--- config.mk ---
export PLATFORM = sky130hd
export DESIGN_NAME = cursor_select_ctrl_flat
export DESIGN_NICKNAME = d
export VERILOG_FILES = /design/src/rtl/cursor_select_ctrl_if.sv /design/src/rtl/cursor_select_ctrl.sv /design/src/flat_wrapper.sv
export SDC_FILE = /design/constraint.sdc
export NUM_CORES = 1
export LEC_CHECK = 0
export ABC_AREA = 1
export CORE_ASPECT_RATIO = 1.75
export CORE_UTILIZATION = 65
export DETAILED_ROUTE_END_ITERATION = 8
export PLACE_DENSITY = 0.86
export SLEW_MARGIN = 20
export SYNTH_ARGS = -nofsm -noshare
export SYNTH_HDL_FRONTEND = slang
export SYNTH_SLANG_ARGS = --single-unit
--- constraint.sdc ---
create_clock -name clk -period 4.2 [get_ports clk]
set_input_delay 0.84 -clock clk [delete_from_list [all_inputs] [get_ports clk]]
set_output_delay 0.84 -clock clk [all_outputs]
set_load 0.05 [all_outputs]
--- src/rtl/cursor_select_ctrl_if.sv ---
// Button/cursor bundle between the raw push-buttons, the cursor controller and the game core.
// Latency: none (pure signal bundle).
// Backpressure: none; buttons are levels and the core consumes one-cycle strobes unconditionally.
// Ports: BtnU/BtnD/BtnL/BtnR/BtnC raw buttons, play_en game-state qualifier,
//        Row/Col cursor position, down_button place strobe, center_button start/confirm strobe.
interface cursor_select_ctrl_if;
  logic       BtnU;
  logic       BtnD;
  logic       BtnL;
  logic       BtnR;
  logic       BtnC;
  logic       play_en;
  logic [7:0] Row;
  logic [7:0] Col;
  logic       down_button;
  logic       center_button;

  // master: board/core side (drives buttons and play_en, receives cursor and strobes)
  modport master (
    output BtnU, BtnD, BtnL, BtnR, BtnC, play_en,
    input  Row, Col, down_button, center_button
  );

  // slave: the cursor controller
  modport slave (
    input  BtnU, BtnD, BtnL, BtnR, BtnC, play_en,
    output Row, Col, down_button, center_button
  );
endinterface

--- src/rtl/cursor_select_ctrl.sv ---
// Synchronises/debounces five board buttons and moves an 8x8 cursor; emits place/start strobes.
// Latency: raw edge to Row/Col/strobe change is DEBOUNCE_CYCLES+5 clk cycles; all outputs registered.
// Backpressure: none; every accepted press is acted on immediately, held buttons give one pulse.
// Ports: clk, reset_n (async active-low), sel (slave side of cursor_select_ctrl_if).
module cursor_select_ctrl #(
  parameter int DEBOUNCE_CYCLES = 16,
  parameter int GRID_MAX        = 8,
  parameter int ROW_INIT        = 4,
  parameter int COL_INIT        = 4
) (
  input  logic                   clk,
  input  logic                   reset_n,
  cursor_select_ctrl_if.slave    sel
);

  localparam int CW = $clog2(DEBOUNCE_CYCLES + 1);
  localparam int NB = 5;
  // bit positions in the button vectors
  localparam int IU = 0;
  localparam int ID = 1;
  localparam int IL = 2;
  localparam int IR = 3;
  localparam int IC = 4;

  typedef enum logic [2:0] {
    IDLE,
    CHK_PRESS,
    PRESSED,
    HELD,
    CHK_REL
  } db_state_t;

  logic [NB-1:0] raw;
  logic [NB-1:0] sync_a;
  logic [NB-1:0] sync_b;
  logic [NB-1:0] press;
  db_state_t     state [NB];
  logic [CW-1:0] cnt   [NB];

  logic [7:0] row_q;
  logic [7:0] col_q;
  logic       down_q;
  logic       center_q;

  assign raw = {sel.BtnC, sel.BtnR, sel.BtnL, sel.BtnD, sel.BtnU};

  // 2-FF synchronisers; buttons are fully asynchronous to clk
  always_ff @(posedge clk or negedge reset_n) begin
    if (!reset_n) begin
      sync_a <= '0;
      sync_b <= '0;
    end else begin
      sync_a <= raw;
      sync_b <= sync_a;
    end
  end

  // One debounce FSM per button. press[i] is registered from the PRESSED state, so it
  // rises the cycle after PRESSED is entered and is high for exactly one cycle.
  always_ff @(posedge clk or negedge reset_n) begin
    if (!reset_n) begin
      press <= '0;
      for (int i = 0; i < NB; i++) begin
        state[i] <= IDLE;
        cnt[i]   <= '0;
      end
    end else begin
      for (int i = 0; i < NB; i++) begin
        press[i] <= 1'b0;
        case (state[i])
          IDLE: begin
            if (sync_b[i]) begin
              state[i] <= CHK_PRESS;
              cnt[i]   <= CW'(1);
            end
          end
          CHK_PRESS: begin
            if (!sync_b[i]) begin
              state[i] <= IDLE;
              cnt[i]   <= '0;
            end else if (cnt[i] == CW'(DEBOUNCE_CYCLES)) begin
              state[i] <= PRESSED;
              cnt[i]   <= '0;
            end else begin
              cnt[i] <= cnt[i] + CW'(1);
            end
          end
          PRESSED: begin
            press[i] <= 1'b1;
            state[i] <= HELD;
          end
          HELD: begin
            if (!sync_b[i]) begin
              state[i] <= CHK_REL;
              cnt[i]   <= CW'(1);
            end
          end
          CHK_REL: begin
            if (sync_b[i]) begin
              state[i] <= HELD;
              cnt[i]   <= '0;
            end else if (cnt[i] == CW'(DEBOUNCE_CYCLES)) begin
              state[i] <= IDLE;
              cnt[i]   <= '0;
            end else begin
              cnt[i] <= cnt[i] + CW'(1);
            end
          end
          default: begin
            state[i] <= IDLE;
            cnt[i]   <= '0;
          end
        endcase
      end
    end
  end

  // Cursor and strobes. A centre press takes priority: the cursor is frozen in the
  // cycle the core samples down_button, so coincident move pulses are dropped.
  // Opposing pulses on one axis cancel; the two axes are independent.
  always_ff @(posedge clk or negedge reset_n) begin
    if (!reset_n) begin
      row_q    <= 8'(ROW_INIT);
      col_q    <= 8'(COL_INIT);
      down_q   <= 1'b0;
      center_q <= 1'b0;
    end else begin
      center_q <= press[IC];
      down_q   <= press[IC] & sel.play_en;
      if (!press[IC] && sel.play_en) begin
        if (press[IU] && !press[ID] && (row_q > 8'd1)) begin
          row_q <= row_q - 8'd1;
        end else if (press[ID] && !press[IU] && (row_q < 8'(GRID_MAX))) begin
          row_q <= row_q + 8'd1;
        end
        if (press[IL] && !press[IR] && (col_q > 8'd1)) begin
          col_q <= col_q - 8'd1;
        end else if (press[IR] && !press[IL] && (col_q < 8'(GRID_MAX))) begin
          col_q <= col_q + 8'd1;
        end
      end
    end
  end

  assign sel.Row           = row_q;
  assign sel.Col           = col_q;
  assign sel.down_button   = down_q;
  assign sel.center_button = center_q;

endmodule
--- src/flat_wrapper.sv ---
// flat-port wrapper written by rule: the top's interface ports become plain ports
module cursor_select_ctrl_flat 
#(
  parameter int DEBOUNCE_CYCLES = 16,
  parameter int GRID_MAX        = 8,
  parameter int ROW_INIT        = 4,
  parameter int COL_INIT        = 4
)
  (clk, reset_n, sel_BtnU, sel_BtnD, sel_BtnL, sel_BtnR, sel_BtnC, sel_play_en, sel_Row, sel_Col, sel_down_button, sel_center_button);
  cursor_select_ctrl_if sel_i ();
  input  logic clk;
  input  logic reset_n;
  input wire logic [$bits(sel_i.BtnU)-1:0] sel_BtnU;
  input wire logic [$bits(sel_i.BtnD)-1:0] sel_BtnD;
  input wire logic [$bits(sel_i.BtnL)-1:0] sel_BtnL;
  input wire logic [$bits(sel_i.BtnR)-1:0] sel_BtnR;
  input wire logic [$bits(sel_i.BtnC)-1:0] sel_BtnC;
  input wire logic [$bits(sel_i.play_en)-1:0] sel_play_en;
  output wire logic [$bits(sel_i.Row)-1:0] sel_Row;
  output wire logic [$bits(sel_i.Col)-1:0] sel_Col;
  output wire logic [$bits(sel_i.down_button)-1:0] sel_down_button;
  output wire logic [$bits(sel_i.center_button)-1:0] sel_center_button;
  assign sel_i.BtnU = sel_BtnU;
  assign sel_i.BtnD = sel_BtnD;
  assign sel_i.BtnL = sel_BtnL;
  assign sel_i.BtnR = sel_BtnR;
  assign sel_i.BtnC = sel_BtnC;
  assign sel_i.play_en = sel_play_en;
  assign sel_Row = sel_i.Row;
  assign sel_Col = sel_i.Col;
  assign sel_down_button = sel_i.down_button;
  assign sel_center_button = sel_i.center_button;
  cursor_select_ctrl #(.DEBOUNCE_CYCLES(DEBOUNCE_CYCLES), .GRID_MAX(GRID_MAX), .ROW_INIT(ROW_INIT), .COL_INIT(COL_INIT)) u_core (.clk(clk), .reset_n(reset_n), .sel(sel_i));
endmodule
### Yosys cells after proc, flatten, opt, wreduce, memory -nomap -nowiden

Index checks and enable logic that the tools add are counted.

* flip-flop bits (word level): 73
* word-level logic and storage cells: 188

* muxes and demuxes: 74
* reduce and logical (&&, ||, !) cells: 33
* $lt $le $gt $ge: 4
* equal/unequal tests: 45
* bitwise logic cells: 6
* add/subtract/negate cells: 9

Operators with widths (count)
* two-way mux 5 bit: 25
* one-hot mux 5 bit (5 select lines): 5
* two-way mux 3 bit: 30
* one-hot mux 3 bit (5 select lines): 5
* two-way mux 8 bit: 4
* equality test 3 x 2 -> 1 bit (second input constant): 10
* adder 5 x 1 -> 5 bit (second input constant): 5
* equality test 5 bit (second input constant): 5
* AND reduction 4 bit: 5
* adder 8 x 1 -> 8 bit (second input constant): 2
* greater-than comparator 8 x 1 -> 1 bit (second input constant): 2
* less-than comparator 8 x 4 -> 1 bit (second input constant): 2
* subtractor 8 x 1 -> 8 bit (second input constant): 2
* equality test 3 x 1 -> 1 bit (second input constant): 5
* equality test 3 bit (second input constant): 5
* zero test 3 bit: 5
* inequality test 3 x 1 -> 1 bit (second input constant): 5
* inequality test 3 bit (second input constant): 5
* AND reduction 3 bit: 5
* inequality test 2 x 1 -> 1 bit (second input constant): 5
* inequality test 2 bit (second input constant): 5
* logical AND 1 bit: 9
* zero test 1 bit: 5
* two-way mux 1 bit: 5
* other kinds (4): 10

### Depth between registers and ports, before layout

* word-level depth: 5
* gate-level depth with buffers: 11
* depth with buffers taken out: 11

### Worst setup path before layout

Ideal clock, no wire load.

* kind: reg2reg
* start point: register u_core.col_q[0] (netlist: u_core.sel.Col[0])
* end point: register u_core.col_q[0] (netlist: u_core.sel.Col[0])
* required time: 4.134 ns
* slack: 2.391 ns
* data arrival time: 1.743 ns
* library setup time: 0.066 ns
* clock period less this slack: 1.809 ns
* cell stages (with the launch flop): 12
* cell sequence: dfrtp_1 > inv_1 > ha_1 > nor2_1 > nor2_2 > nand2_2 > nand2_4 > nand2_2 > nand2_4 > inv_4 > nand2_1 > nand2_1

* word-level cells in the longest chain between the ends: 4

RTL lines
* start, declared: RTL line cursor_select_ctrl.sv:41 `logic [7:0] col_q;`
* start signal, assigned: RTL line cursor_select_ctrl.sv:124 `col_q <= 8'(COL_INIT);`
* start signal, assigned: RTL line cursor_select_ctrl.sv:137 `col_q <= col_q - 8'd1;`
* start signal, assigned: RTL line cursor_select_ctrl.sv:139 `col_q <= col_q + 8'd1;`
* less-than comparator 8 x 4 -> 1 bit or greater-than comparator 8 x 1 -> 1 bit (tied branches): RTL line cursor_select_ctrl.sv:138, cursor_select_ctrl.sv:136
* logical AND 1 bit (on tied branches): RTL line cursor_select_ctrl.sv:138, cursor_select_ctrl.sv:136
* nonzero test 2 bit (no source line)
* AND reduction 2 bit (no source line)

Parallel ways exist; a longest one is shown, timed or not. The select of a mux whose other input is x is not followed.
A chain may end at the register's enable or synchronous reset.

### Worst setup path after layout

* start point: register u_core.col_q[2] (netlist: u_core.sel.Col[2])
* end point: output port sel_Col[2]

RTL lines
* end, declared: RTL line flat_wrapper.sv:20 `output wire logic [$bits(sel_i.Col)-1:0] sel_Col;`

No word-level cell between the ends.

==> results.md <==
* Result of the run: complete, no violations
* Storage cell area at 1829 um2
* Initial antenna violation count at 0
* Top cell type's share of synthesized area at 0.3903
* Slowest CP cell: sky130_fd_sc_hd__clkdlybuf4s50_1
* Normalized max-slew margin at 0.3985
* Area growth syn-to-layout at 13.41%
* DR vias/cell at 5.408
* Power density cells at 709.6 nW/um2
* Summed instance area of the synthesized netlist at 4552 um2
* Wire per inst at 12.23 um
* Category of cells accounting for the largest share of critical-path delay: buffers and inverters
* Finished Core Util at 0.7585
* FMAX at 381.5 MHz
* CP Capture Type: primary output
* Standard cell core area at 6807 um2
* Switching power as a share of total power at 0.4589
* Worst slew pin tran at 902.2 ps
* Register share of total power at 0.318
* Total of buffers placed on input and output ports at 25
* Relative contribution of combinational cells to total power at 0.482
* Setup TNS after final layout at 0 ps
* Post-route clock period utilization at 0.6241
* Die span in x at 65.26 um
* EDFF count, synth at 0
* Post-synth top cells: sky130_fd_sc_hd__nand2_1, sky130_fd_sc_hd__dfrtp_1, sky130_fd_sc_hd__inv_1, sky130_fd_sc_hd__nand3_1, sky130_fd_sc_hd__nor2_1
* CTS-repair resized insts at 0
* Largest net degree at the start of global routing at 74
* Clock tree from TritonCTS: yes
* Y dimension of the die at 112.7 um
* Highest net fanout along the worst path at 9
* Share of async-settable or async-resettable flops after synthesis at 1.000
* Part of the total power dissipated in the clock network at 0.200
* Max IR drop VDD at 0.4352 mV
* Total die area at 7355 um2
* Drt drc at 0
* Setup repair after global routing missed its margin: false
* Remaining global-route overflow at 0
* Power spent charging and discharging nets at 1.681 mW
* Vias in the first global route at 3,968
* Number of filler cells placed in the layout at 518
* Register clock-pin slew on the reported worst setup and hold paths at 50 ps
* Cell at the root of the clock tree: sky130_fd_sc_hd__clkbuf_16
* Drt first pass iters at 4
* Area of the multi-input gates at 2347 um2
* Most common cell in the netlist: sky130_fd_sc_hd__nand2_1
* Final wirelength at 9122 um
* Count of buffering cells on the critical path with inverters included at 1
* CTS Buf Count at 9
* Hold Violations, Final at 0
* Later-pin clock latency in the skew report at 330 ps
* Max H-tree Level at 3
* Max-slew violation count at 0
* Bufs on Longest Clock Path at 2
* Longest individual stage delay on the worst path at 830 ps
* Cell-by-cell trace of the critical path: clkdlybuf4s50_1
* Number of maximum-capacitance violations at 0
* Leak Pwr at 2.808 nW
* Count of inserted antenna diode cells at 0
* Most used flip-flop cell after synthesis: sky130_fd_sc_hd__dfrtp_1
* Cell type with the highest aggregate area in the netlist: sky130_fd_sc_hd__dfrtp_1
* Hold/Removal Path Class: register to register
* CP Class: register to primary output
* Post-route antenna net violation count at 0
* Post-synthesis cell count at 626
* Worst clock skew at 4.199 ps
* Internal Power at 1.982 mW
* Net count of the mapped netlist at 650
* Placer congestion estimate at 0.8595
* Average footprint of a synthesized cell at 7.271 um2
* Number of nets in the layout at 681
* Hold buffer count at cts at 0
* Required time of the worst setup path at 3360 ps
* Post-CTS Repair Setup Buffers at 0
* Global-route wire length before repair at 15,770 um
* Cells taking the most area after synthesis: sky130_fd_sc_hd__dfrtp_1, sky130_fd_sc_hd__nand2_1, sky130_fd_sc_hd__nand3_1
* Register area share after synthesis at 0.4019
* # rows at 40
* Synth Warn # at 0
* Setup-failing EPs final at 0
* CP Data Arrival Time at 1780 ps
* Share of post-route cells with drive strength above 1 at 0.1042
* Iteration-0 DRC Markers at 235
* Placed wire-length estimate at 6477 um
* Number of placed I/O pins at 26
* Count of distinct cell types in the synthesized netlist at 32
* Overall Global Routing Usage at 0.2719
* Startpoint Class: register
* Sinks on Clock Net at 73
* Initial core utilization at 0.6688
* Number of vias after detailed routing at 4,034
* Time the final worst path needs with I/O delays and setup at 2621 ps
* Post-synthesis sequential element count at 73
==> sequential cells by signal (all words and copies together) (netlist names) <==
register                  cells
u_core.cnt                   25
u_core.state                 15
u_core.sel.Col                8
u_core.sel.Row                8
u_core.press                  5
u_core.sync_a                 5
u_core.sync_b                 5
u_core.sel.center_button      1
u_core.sel.down_button        1
==> metrics by stage <==
step           hold slack, ps  power (mW)  area (um2)  worst slack (ps)  instances
3_5_place_dp            339.5       2.918        4868              1928        730
5_1_grt                 354.4       3.960        5162              1532        746
6_report                348.1       3.663        5162              1579        746
2_1_floorplan           331.2       2.520        4552              2391        626
3_3_place_gp            332.7       2.835        4868              1934        730
4_1_cts                 350.3       3.682        5162              1567        746
==> final timing paths <==
| kind | from | endpoint | slack [ps] | depth (start not counted) |
|---|---|---|---|---|
| max in group asynchronous | reset_n | u_core.sync_a[0] | 2980 | 1 |
| min in group asynchronous | reset_n | u_core.sel.Col[7] | 630 | 1 |
| setup / recovery | u_core.sel.Col[2] | sel_Col[2] | 1580 | 1 |
| hold reg to reg | u_core.sync_a[1] | u_core.sync_b[1] | 350 | 0 |
| setup reg to reg | u_core.sel.Col[0] | u_core.sel.Col[3] | 2480 | 11 |
| hold / removal | u_core.sync_a[1] | u_core.sync_b[1] | 350 | 0 |
==> final cells by class <==
type                            instances  area share
Multi-Input combinational cell        459      0.4547
Tap cell                               84     0.02036
Sequential cell                        73      0.3543
Clock buffer                           14     0.05502
Clock inverter                          2    0.001939
Timing Repair Buffer                   25     0.04799
Inverter                               89     0.06568
==> placed cells by master, fill, tap and decap left out, types with 3 or more instances in the layout <==
master | Yosys | final
sky130_fd_sc_hd__nand2_1 | 215 | 215
sky130_fd_sc_hd__dfrtp_1 | 71 | 71
sky130_fd_sc_hd__inv_1 | 69 | 69
sky130_fd_sc_hd__nand3_1 | 64 | 64
sky130_fd_sc_hd__nor2_1 | 38 | 38
sky130_fd_sc_hd__clkdlybuf4s50_1 | 0 | 24
sky130_fd_sc_hd__o21ai_1 | 20 | 20
sky130_fd_sc_hd__xor2_1 | 19 | 19
sky130_fd_sc_hd__o21ai_0 | 17 | 17
sky130_fd_sc_hd__inv_2 | 17 | 17
sky130_fd_sc_hd__nand4_1 | 16 | 16
sky130_fd_sc_hd__ha_1 | 16 | 16
sky130_fd_sc_hd__nand2_2 | 10 | 10
sky130_fd_sc_hd__clkbuf_16 | 0 | 9
sky130_fd_sc_hd__nor3_2 | 8 | 8
sky130_fd_sc_hd__nand2_4 | 6 | 6
sky130_fd_sc_hd__a21oi_1 | 5 | 5
sky130_fd_sc_hd__o22ai_1 | 5 | 5
sky130_fd_sc_hd__xnor2_1 | 4 | 4
sky130_fd_sc_hd__and3_1 | 4 | 4
sky130_fd_sc_hd__clkbuf_8 | 0 | 4
sky130_fd_sc_hd__nor2_2 | 3 | 3
sky130_fd_sc_hd__o21ai_2 | 3 | 3
==> routing by layer <==
metal  track usage  up-vias  wire length, um
li1              -     2055                -
met1        0.2879     1880             3663
met2        0.4942       77             4961
met3       0.03528       22              220
met4        0.1623        0              277
met5             0        -                0
==> kinds of logic (layout without fill, tap and decap cells) <==
group / count (synthesis) / count (layout) / share of synthesized area
XOR/XNOR: 23 / 23 / 0.04425
AND/OR/NAND/NOR: 366 / 366 / 0.3604
flip-flops: 73 / 73 / 0.4019
buffers and inverters: 94 / 130 / 0.08246
adder cells (fa/ha/maj): 16 / 16 / 0.04398
AO/OA/AOI/OAI: 54 / 54 / 0.06707
==> power by group through the flow <==
stage               clock (mW)  combinational, mW  sequential, mW
floorplan                    0               1.25            1.27
global placement             0               1.69            1.15
detailed placement           0               1.75            1.17
CTS                      0.751               1.77            1.16
global route             0.773               1.99            1.19
finish                   0.733               1.77            1.16
Power figures use the tool's default switching activity.
==> patch 1 (same flow settings) <==
Make the reset (`reset_n`) synchronous in 3 clocked blocks. Comments in the files are not updated.
--- a/src/rtl/cursor_select_ctrl.sv
+++ b/src/rtl/cursor_select_ctrl.sv
@@ -45,7 +45,7 @@
   assign raw = {sel.BtnC, sel.BtnR, sel.BtnL, sel.BtnD, sel.BtnU};
 
   // 2-FF synchronisers; buttons are fully asynchronous to clk
-  always_ff @(posedge clk or negedge reset_n) begin
+  always_ff @(posedge clk) begin
     if (!reset_n) begin
       sync_a <= '0;
       sync_b <= '0;
@@ -57,7 +57,7 @@
 
   // One debounce FSM per button. press[i] is registered from the PRESSED state, so it
   // rises the cycle after PRESSED is entered and is high for exactly one cycle.
-  always_ff @(posedge clk or negedge reset_n) begin
+  always_ff @(posedge clk) begin
     if (!reset_n) begin
       press <= '0;
       for (int i = 0; i < NB; i++) begin
@@ -118,7 +118,7 @@
   // Cursor and strobes. A centre press takes priority: the cursor is frozen in the
   // cycle the core samples down_button, so coincident move pulses are dropped.
   // Opposing pulses on one axis cancel; the two axes are independent.
-  always_ff @(posedge clk or negedge reset_n) begin
+  always_ff @(posedge clk) begin
     if (!reset_n) begin
       row_q    <= 8'(ROW_INIT);
       col_q    <= 8'(COL_INIT);
Function: no difference found for any inputs over 10 cycles, from zero or initial values and one cycle with reset_n low; that may be too few to reach the edited logic, so the function may still have changed.
==> patch 1 against the original RTL <==
- power fell by 23%
- hold slack improved by 58 ps
- worst setup slack got worse by 5.3 ps
- wire length rose by 2.0%
- sequential share of layout area barely moved
- sequential cell count did not move
- clock power rose by 2%
- design area rose by 1.8%
- area after synthesis rose by 3.0%
- cell count fell by 3.6%
==> patch 1: results (changes against the original RTL) <==
Hold path startpoint - u_core.sync_a[2]
Worst path top cell family by delay - simple AND/OR/NAND/NOR gates
Multi-input combinational area share - 0.449 (-0.00529)
Layout clock buffers - 15 (+1)
Clock network area share - 0.0579 (+0.000915)
Pleak - 2.41 nW (-14%)
Vias in the first global route - 3,910 (-1.5%)
Global-route usage over all layers - 0.276 (+0.00384)
Area contributors post-synth - edfxtp_1 (26%), dfxtp_1 (14%), nand2_1 (10%)
Synth cell count leaders - nand2_1 (126), inv_1 (84), nor2_1 (74)
Fin Hold WS - 406 ps (+58.3 ps)
Placed cell areas - 4950 µm² (+1.7%)
Post-DP HPWL - 6950 µm (+7.3%)
RR Endpoint - u_core.sel.Row[1]
VDD IR max - 428 µV (-1.6%)
Via/cell ratio - 5.45 (+0.85%)
Post-synthesis compound-gate area fraction - 0.0598 (-0.00727)
Final Wtd Congestion - 0.924 (+7.5%)
Post-synthesis xor/xnor area fraction - 0.0691 (+0.0249)
Share of cells above drive strength 1 - 0.135 (+0.0312)
Synth Instances - 605 (-3.4%)
Drt total wl - 9310 µm (+2.0%)
Reg2reg start - u_core.sel.Row[0]
Layout non-clock buf frac - 0.0467 (-0.00131)
Fillers - 499 (-3.7%)
Crit path max fanout - 45 (+36)
Non-CTS inverters - 99 (+11%)
Hold path depth - 2 (+2)
CP max stage delay - 690 ps (-140 ps)
Primary FF master, synth - edfxtp_1
First-pass GRT wire length - 15,900 µm (+1.0%)
Max Clock Skew - 4.47 ps (+0.269 ps)
Placed Cells - 703 (-3.7%)
Register area share after synthesis - 0.397 (-0.00465)
Net count, final - 654 (-4.0%)
R2R Setup Slk - 2040 ps (-440 ps)
EDFF count, synth - 40 (+40)
Post-synth cell types - 40 (+25%)
CP max-delay cell - buf_2
Post-Synth Adder-Cell Area - 0.0427 (-0.00127)
Synth async-reset ratio - 0 (-1.00)
Cells on worst reg2reg path - 8 (-3)
Drt pass-1 iters - 5 (+1)
Initial detailed-routing violation count - 192 (-18%)
Sequential share of cell area - 0.354 (about the same)
Synth Net Count - 629 (-3.2%)
Post-CTS setup buffer count - 0 (unchanged)
Hold Path End - u_core.sync_b[2]
Run status - finished, final reports clean
Worst-margin pin slew - 920 ps (+18.2 ps)
# H-tree levels - 3 (unchanged)
Multi-Input Combinational - 422 (-8.1%)
P_int - 0.00179 W (-9.7%)
Final cell count without fillers - 719 (-3.6%)
Pin count of the biggest net entering global routing - 46 (-38%)
Mapped Avg Cell Area - 7.75 µm² (+6.5%)
-- patch 1: power groups by stage --
stage          Clock, W  Sequential, W  Combinational [W]
6_report       0.000748        0.00116           0.000916
5_1_grt        0.000791        0.00118            0.00104
3_5_place_dp          0        0.00117           0.000906
3_3_place_gp          0        0.00116           0.000871
2_1_floorplan         0        0.00115           0.000725
4_1_cts        0.000763        0.00115           0.000918
-- patch 1: metal layers --
layer,track usage,wire length (µm)
met1,0.259,3430
met4,0.187,408
met3,0.0488,331
met5,0,0
met2,0.516,5140
-- patch 1: worst max-delay path by stage --
stage / cells past startpoint / slack, ps / endpoint / start
2_1_floorplan: 8 / 2100 / u_core.cnt[4][0] / reset_n
3_3_place_gp: 7 / 1360 / u_core.cnt[4][2] / reset_n
3_5_place_dp: 11 / 1260 / u_core.state[0][0] / reset_n
4_1_cts: 11 / 1600 / u_core.state[0][0] / reset_n
5_1_grt: 11 / 1310 / u_core.state[0][0] / reset_n
6_report: 11 / 1570 / u_core.state[0][0] / reset_n
==> patch 2 (same flow settings) <==
Made on the original files. `DEBOUNCE_CYCLES` is set to 16 in 2 places; all go to 8.
--- a/src/rtl/cursor_select_ctrl.sv
+++ b/src/rtl/cursor_select_ctrl.sv
@@ -3,7 +3,7 @@
 // Backpressure: none; every accepted press is acted on immediately, held buttons give one pulse.
 // Ports: clk, reset_n (async active-low), sel (slave side of cursor_select_ctrl_if).
 module cursor_select_ctrl #(
-  parameter int DEBOUNCE_CYCLES = 16,
+  parameter int DEBOUNCE_CYCLES = 8,
   parameter int GRID_MAX        = 8,
   parameter int ROW_INIT        = 4,
   parameter int COL_INIT        = 4
--- a/src/flat_wrapper.sv
+++ b/src/flat_wrapper.sv
@@ -1,7 +1,7 @@
 // flat-port wrapper written by rule: the top's interface ports become plain ports
 module cursor_select_ctrl_flat 
 #(
-  parameter int DEBOUNCE_CYCLES = 16,
+  parameter int DEBOUNCE_CYCLES = 8,
   parameter int GRID_MAX        = 8,
   parameter int ROW_INIT        = 4,
   parameter int COL_INIT        = 4
Formal check against the unedited RTL: no difference found for any inputs over 10 cycles, from zero or initial values and one cycle with reset_n low; that may be too few to reach the edited logic, so the function may still have changed.
==> patch 2 against the original RTL <==
- register-to-register slack worse by 100 ps
- utilization is 2.5 points higher
- maximum frequency is 2.1% lower
- via count is 4.7% lower
- worst setup slack worse by 57 ps
- wire length is 4.2% lower
- sequential cell count is 5 lower
- global-route usage is 0.81 points higher
- hold slack better by 3.6 ps
- area after synthesis is 5.4% lower
- power is 3.7% higher
- design area is 4.7% lower
- highest routed layer unchanged
==> patch 2: results (changes against the original RTL) <==
Run status - finished, final reports clean
VDD IR max - 523 µV (+20%)
Synth Net Count - 630 (-3.1%)
Pleak - 2.68 nW (-4.6%)
Post-synthesis compound-gate area fraction - 0.0541 (-0.0130)
Post-place setup slack - 1900 ps (-29.4 ps)
Arrival time of the worst setup path - 1840 ps (+60 ps)
Area contributors post-synth - dfrtp_1 (38%), nand2_1 (20%), nand3_1 (6.3%)
M1 WL - 3460 µm (-5.7%)
Register area share after synthesis - 0.396 (-0.00605)
Hold path startpoint - u_core.sync_a[0]
Routed wl met2 - 4780 µm (-3.7%)
Synth cell count leaders - nand2_1 (228), inv_1 (69), dfrtp_1 (66)
Post-DP HPWL - 6280 µm (-3.1%)
Fillers - 466 (-10%)
Routed met3 length - 251 µm (+14%)
Regs by FF count - u_core.cnt x20, u_core.state x15
Via count - 3,843 (-4.7%)
Sw Pwr - 0.00180 W (+7.3%)
Global-route usage over all layers - 0.280 (+0.00814)
Max Clock Skew - 4.55 ps (+0.356 ps)
Crit path max fanout - 11 (+2)
Vias in the first global route - 3,693 (-6.9%)
First-pass GRT wire length - 15,100 µm (-4.2%)
Drt total wl - 8740 µm (-4.2%)
Share of cells above drive strength 1 - 0.104 (-0.000514)
Net count, final - 665 (-2.3%)
Clock Root Buffer - clkbuf_8
Clk slew on worst S/H paths - 70 ps (+20 ps)
Worst-margin pin slew - 742 ps (-160 ps)
[patch 2: cell types whose count changed after synthesis, sizes merged, moves of 5 or more]
cell   before  now
dfrtp      71   66
nand3      64   54
nand2     231  249
nand4      16    8
xor2       19   13
o21ai      40   31
[patch 2: worst paths after layout]
kind	endpoint	cells past startpoint	slack, ps
setup / recovery	sel_Col[2]	1	1520
hold / removal	u_core.sync_b[0]	0	350
setup reg to reg	u_core.sel.Col[5]	11	2380
hold reg to reg	u_core.sync_b[0]	0	350
max in group asynchronous	u_core.sel.Row[2]	2	2700
min in group asynchronous	u_core.cnt[13]	1	550
[patch 2: stage by stage]
step	std cells	hold WS, ps	area [µm²]
after floorplan	606	331	4310
after global placement	710	332	4650
after detailed placement	710	340	4650
after CTS	726	357	4920
after global routing	726	361	4920
final	726	352	4920
[patch 2: cell type report]
| cell class | count | share of cell area |
|---|---|---|
| clock buffer | 10 | 0.0280 |
| clock inverter | 6 | 0.0275 |
| inverter | 86 | 0.0677 |
| multi-input combinational | 450 | 0.459 |
| sequential | 68 | 0.346 |
| tap | 80 | 0.0204 |
| timing repair buffer | 26 | 0.0514 |
[patch 2: cells by family after synthesis]
family	count (synthesis)
AOI/OAI and AO/OA	44
xor gates and xnor gates	18
adders and majority gates	16
buffers and inverters	88
DFF	68
and+or+nand+nor	372
[patch 2: power by group through the flow]
stage          clock network [W]  logic (W)  registers, W
3_5_place_dp                   0    0.00191       0.00113
2_1_floorplan                  0    0.00133       0.00127
6_report                0.000724    0.00194       0.00113
5_1_grt                 0.000763    0.00218       0.00116
4_1_cts                 0.000737    0.00195       0.00112
3_3_place_gp                   0    0.00184       0.00112
[patch 2: layer usage]
metal / vias to the layer above / track usage
li1: 1960 / -
met1: 1776 / 0.294
met2: 86 / 0.522
met3: 21 / 0.0342
met4: 0 / 0.174
met5: - / 0
